[config.mk]
export PLATFORM = sky130hd
export DESIGN_NAME = regfile_dump_unit
export DESIGN_NICKNAME = d
export VERILOG_FILES = /design/src/rtl/regfile_dump_unit.sv
export SDC_FILE = /design/constraint.sdc
export NUM_CORES = 1
export LEC_CHECK = 0
export BUFFER_PORTS_ARGS = -buffer_cell sky130_fd_sc_hd__clkbuf_2
export CAP_MARGIN = 20
export CORE_MARGIN = 2
export CORE_UTILIZATION = 52
export CTS_CLUSTER_DIAMETER = 60
export DETAILED_ROUTE_END_ITERATION = 10
export PLACE_DENSITY = 0.84
export SETUP_SLACK_MARGIN = 0.5
export SKIP_LAST_GASP = 1
export SYNTH_ARGS = -nofsm -noshare
export SYNTH_HDL_FRONTEND = slang
export SYNTH_SLANG_ARGS = --single-unit
[constraint.sdc]
create_clock -name clk -period 5.3 [get_ports clk]
set_input_delay 0.265 -clock clk [delete_from_list [all_inputs] [get_ports clk]]
set_output_delay 0.265 -clock clk [all_outputs]
set_load 0.005 [all_outputs]
[src/rtl/regfile_dump_unit.sv]
// Streams x0..x(NUM_REGS-1) from a spare async register-file read port out on a valid/ready beat interface.
// Optional trailing XOR checksum beat when REGFILE_DUMP_CHECKSUM_EN is defined.
module regfile_dump_unit #(
  parameter int NUM_REGS = 32,
  parameter int DATA_W   = 32,
  parameter int ADDR_W   = 5
) (
  input  logic              clk,
  input  logic              rst_n,
  input  logic              start_i,
  output logic              busy_o,
  output logic              done_o,
  output logic [ADDR_W-1:0] rf_addr_o,
  input  logic [DATA_W-1:0] rf_data_i,
  output logic              m_valid_o,
  input  logic              m_ready_i,
  output logic [DATA_W-1:0] m_data_o,
  output logic [ADDR_W-1:0] m_idx_o,
  output logic              m_last_o
);

  typedef enum logic [1:0] {IDLE, SEND, CSUM, DONE} state_t;

  localparam logic [ADDR_W-1:0] LAST_IDX = ADDR_W'(NUM_REGS - 1);

  state_t              state_q;
  logic [ADDR_W-1:0]   idx_q;
  logic [DATA_W-1:0]   m_data_q;
  logic [ADDR_W-1:0]   m_idx_q;
  logic                m_valid_q;
  logic                m_last_q;
  logic                busy_q;
  logic                done_q;
  logic                fire;
`ifdef REGFILE_DUMP_CHECKSUM_EN
  logic [DATA_W-1:0]   csum_q;
`endif

  assign fire = m_valid_q & m_ready_i;

  // Look one register ahead on a fire so the next beat is captured in the same edge.
  always_comb begin
    rf_addr_o = '0;
    if (state_q == SEND) begin
      rf_addr_o = fire ? idx_q + 1'b1 : idx_q;
    end
  end

  always_ff @(posedge clk or negedge rst_n) begin
    if (!rst_n) begin
      state_q   <= IDLE;
      idx_q     <= '0;
      m_data_q  <= '0;
      m_idx_q   <= '0;
      m_valid_q <= 1'b0;
      m_last_q  <= 1'b0;
      busy_q    <= 1'b0;
      done_q    <= 1'b0;
`ifdef REGFILE_DUMP_CHECKSUM_EN
      csum_q    <= '0;
`endif
    end else begin
      case (state_q)
        IDLE: begin
          done_q <= 1'b0;
          if (start_i) begin
            m_data_q  <= rf_data_i;
            m_idx_q   <= '0;
            idx_q     <= '0;
            m_valid_q <= 1'b1;
            m_last_q  <= 1'b0;
            busy_q    <= 1'b1;
`ifdef REGFILE_DUMP_CHECKSUM_EN
            csum_q    <= '0;
`endif
            state_q   <= SEND;
          end
        end
        SEND: begin
          if (fire) begin
`ifdef REGFILE_DUMP_CHECKSUM_EN
            csum_q <= csum_q ^ m_data_q;
`endif
            if (idx_q != LAST_IDX) begin
              idx_q    <= idx_q + 1'b1;
              m_idx_q  <= idx_q + 1'b1;
              m_data_q <= rf_data_i;
`ifdef REGFILE_DUMP_CHECKSUM_EN
              m_last_q <= 1'b0;
`else
              m_last_q <= ((idx_q + 1'b1) == LAST_IDX);
`endif
            end else begin
`ifdef REGFILE_DUMP_CHECKSUM_EN
              m_data_q <= csum_q ^ m_data_q;
              m_idx_q  <= '0;
              m_last_q <= 1'b1;
              state_q  <= CSUM;
`else
              m_valid_q <= 1'b0;
              m_last_q  <= 1'b0;
              busy_q    <= 1'b0;
              done_q    <= 1'b1;
              state_q   <= DONE;
`endif
            end
          end
        end
`ifdef REGFILE_DUMP_CHECKSUM_EN
        CSUM: begin
          if (fire) begin
            m_valid_q <= 1'b0;
            m_last_q  <= 1'b0;
            busy_q    <= 1'b0;
            done_q    <= 1'b1;
            state_q   <= DONE;
          end
        end
`endif
        DONE: begin
          done_q  <= 1'b0;
          idx_q   <= '0;
          state_q <= IDLE;
        end
        default: begin
          state_q <= IDLE;
        end
      endcase
    end
  end

  assign busy_o    = busy_q;
  assign done_o    = done_q;
  assign m_valid_o = m_valid_q;
  assign m_data_o  = m_data_q;
  assign m_idx_o   = m_idx_q;
  assign m_last_o  = m_last_q;

endmodule
==> results.cfg <==
[floorplan]
ios = 82
initial_core_util_pct = 54.05
core_region_area_um2 = 4000
row_count = 23
dieWidth_um = 68.48
die-area_um2 = 4690
die_h_um = 68.48

[yosys]
synth_largest_area_cell = dfrtp_1
synth_edf_count = 0
synth_simple_gate_area_share_pct = 7.639
synth_commonest_cells = dfrtp_1, mux2_2, inv_1
synth_compound_area_share_pct = 8.044
seq_area_frac_synth_pct = 54.40
synthArstFlopShare_pct = 100.0
netlist_instances = 169
syn_area_per_cell_um2 = 12.79
synthMuxAreaShare_pct = 19.97
ys_ff_latch = 47
ys.flop_type = dfrtp_1
synth-xor-area-share_pct = 1.215
synth_top_area_share_pct = 54.40
netlist_area_um2 = 2162
synth_most_common_cell = dfrtp_1
synth_fp_nets = 211
synth.distinct_cells = 36
synthTopCellsByArea = dfrtp_1, mux2_2, ha_1, mux2i_1, mux2_1
synth_top_family_by_area = multiplexers
synthAdderAreaFrac_pct = 3.472
ys_warn_count = 0

[sta]
finalCritPeriodShare_pct = 48.80
fin_tns_setup_ns = 0
final.setup_skew_ns = 0.007656
finalSetupViolations = 0
finalHoldViolCount = 0
slew_headroom_pct = 40.54
fin_crit_ns = 2.586
fmax_mhz = 386.7
slew_violations = 0
rsz0062_at_grt = false
final.setup.worst_slack_ns = 2.714
worst_pin_slew_ns = 0.8900

[clock_network]
clk_pin_slew_worst_paths_ns = 0.08
cts_tree = yes
cts_root_buffer = clkbuf_8
postCtsResizedCells = 0
cts-buffers-inserted = 5
cts_hold_buffers = 0
numClockSinks = 47
clk_latency_ns = 0.30
cts_setup_buffers = 0
clk_path_buf_depth = 2
h-tree-depth = 2

[power]
pwr-share-comb_pct = 7.2
p_total_w = 0.0006336
switching_power_w = 0.0001424
power_density_nw_per_um2 = 238.3
vdd_drop_max_mv = 0.2199
clkPwrFrac_pct = 33.2
power_frac_seq_pct = 59.5
switching_share_pct = 22.48
p_leak_nw = 1.303
internal_power_w = 0.0004911

[finish]
layout-drive-gt1-share_pct = 48.00
design_area_um2 = 2659
n_fill_cell = 324
synthToLayoutAreaGrowth_pct = 22.97
final-seq-area_um2 = 1176
diodes = 0
multi_input_area_um2 = 872.1
nets = 291
final_core_util_pct = 66.47

[drt]
avgRoutedWirePerCell_um = 14.46
drt_pass1_iterations = 4
ant_nets = 0
vias_per_cell = 5.247
drt-initial-drc-count = 105
via_count = 1574
routed_wl_mm = 4.339
drc = 0

[grt]
globalRouteTotalUtil_pct = 21.53
antenna_found_initial = 0
grt_overflow = 0
grt_pass1_wl_mm = 7.314
grt_pass1_vias = 1577
grt_max_degree = 48

[flow_run]
max_cap_violations = 0

[worst_setup_path]
worst-setup-path-type = flop to flop
worst_setup_path_end_kind = flop
crit_path_start_kind = flop
path_max_fanout = 37
critical_path_required_ns = 5.48
arrival_ns = 2.77

[placed_design]
numPortBuffers = 81
gp_congestion = 0.8101
pre_cts_ws_ns = 2.718
hpwl_mm = 3.208
postPlaceCellArea_um2 = 2569

[worst_hold_path]
worstHoldPathType = primary input to asynchronous set/reset pin

[status]
status = complete, no violations
## state kept, by name, summed over array words and instances (netlist names)
name,flops
done_o,1
m_idx_o,5
state_q,2
idx_q,5
busy_o,1
m_data_o,32
m_last_o,1
## worst paths after layout
path | startpoint | to | slack [ns] | cells past startpoint
max | idx_q[1] | m_data_o[13] | 2.71 | 7
min | rst_n | m_data_o[1] | 0.04 | 2
max reg2reg | idx_q[1] | m_data_o[13] | 2.71 | 7
min reg2reg | m_data_o[23] | m_data_o[23] | 0.49 | 1
max in group asynchronous | rst_n | m_idx_o[0] | 4.87 | 2
min in group clk | rf_data_i[22] | m_data_o[22] | 0.19 | 2
## per-layer routing
metal	share of wire [%]	GRT usage, %
met5	0	0
met4	1.7	8.000
met3	5.9	6.250
met2	51	36.30
met1	42	26.00
## critical path: stages (launching register included)
cell and delay, ns:
dfrtp_1 0.45, ha_1 0.27, and3_1 0.20, ha_1 0.27, nand3b_4 0.20, a211oi_4 0.23, buf_4 0.45, mux2_2 0.40
## power by group through the flow
stage          Clock (W)  Combinational (W)  Sequential (W)
2_1_floorplan          0          0.0000118        0.000385
3_3_place_gp           0          0.0000457        0.000384
3_5_place_dp           0          0.0000474        0.000384
4_1_cts         0.000217          0.0000474        0.000377
5_1_grt         0.000236          0.0000519        0.000379
6_report        0.000211          0.0000459        0.000377
## cell families (layout without fill, tap and decap cells)
family                     count (synthesis)  in the layout
DFF                                       47             47
buffers and inverters                     20            101
and+or+nand+nor                           29             29
AOI/OAI and AO/OA                         25             25
adders and majority gates                  6              6
xor gates and xnor gates                   3              3
muxes                                     39             39
## placed cells by master (no fill, tap or decap), types with 3 or more instances in the layout
cell,Yosys,layout
clkbuf_8,0,5
clkbuf_2,0,81
mux2i_1,6,6
nand2_1,8,8
dfrtp_1,47,47
ha_1,6,6
nand3_1,6,6
nand2b_1,3,3
o31ai_1,3,3
nor2_1,3,3
a21oi_1,5,5
inv_1,10,10
o21ai_0,6,6
mux2_2,28,28
mux2_1,5,5
## metrics by stage
step	hold slack (ns)	instances
global route	0.08244	300
CTS	0.05997	300
floorplan	-0.03059	169
global placement	0.3892	292
detailed placement	0.3895	292
finish	0.04212	300
## layout make-up
cell class	count	area share [%]
timing repair buffer	83	15.81
tap	50	2.353
sequential	47	44.24
inverter	10	1.412
multi-input combinational	102	32.80
clock buffer	6	2.729
clock inverter	2	0.6588
No activity file was read; power rests on OpenSTA's default activity.
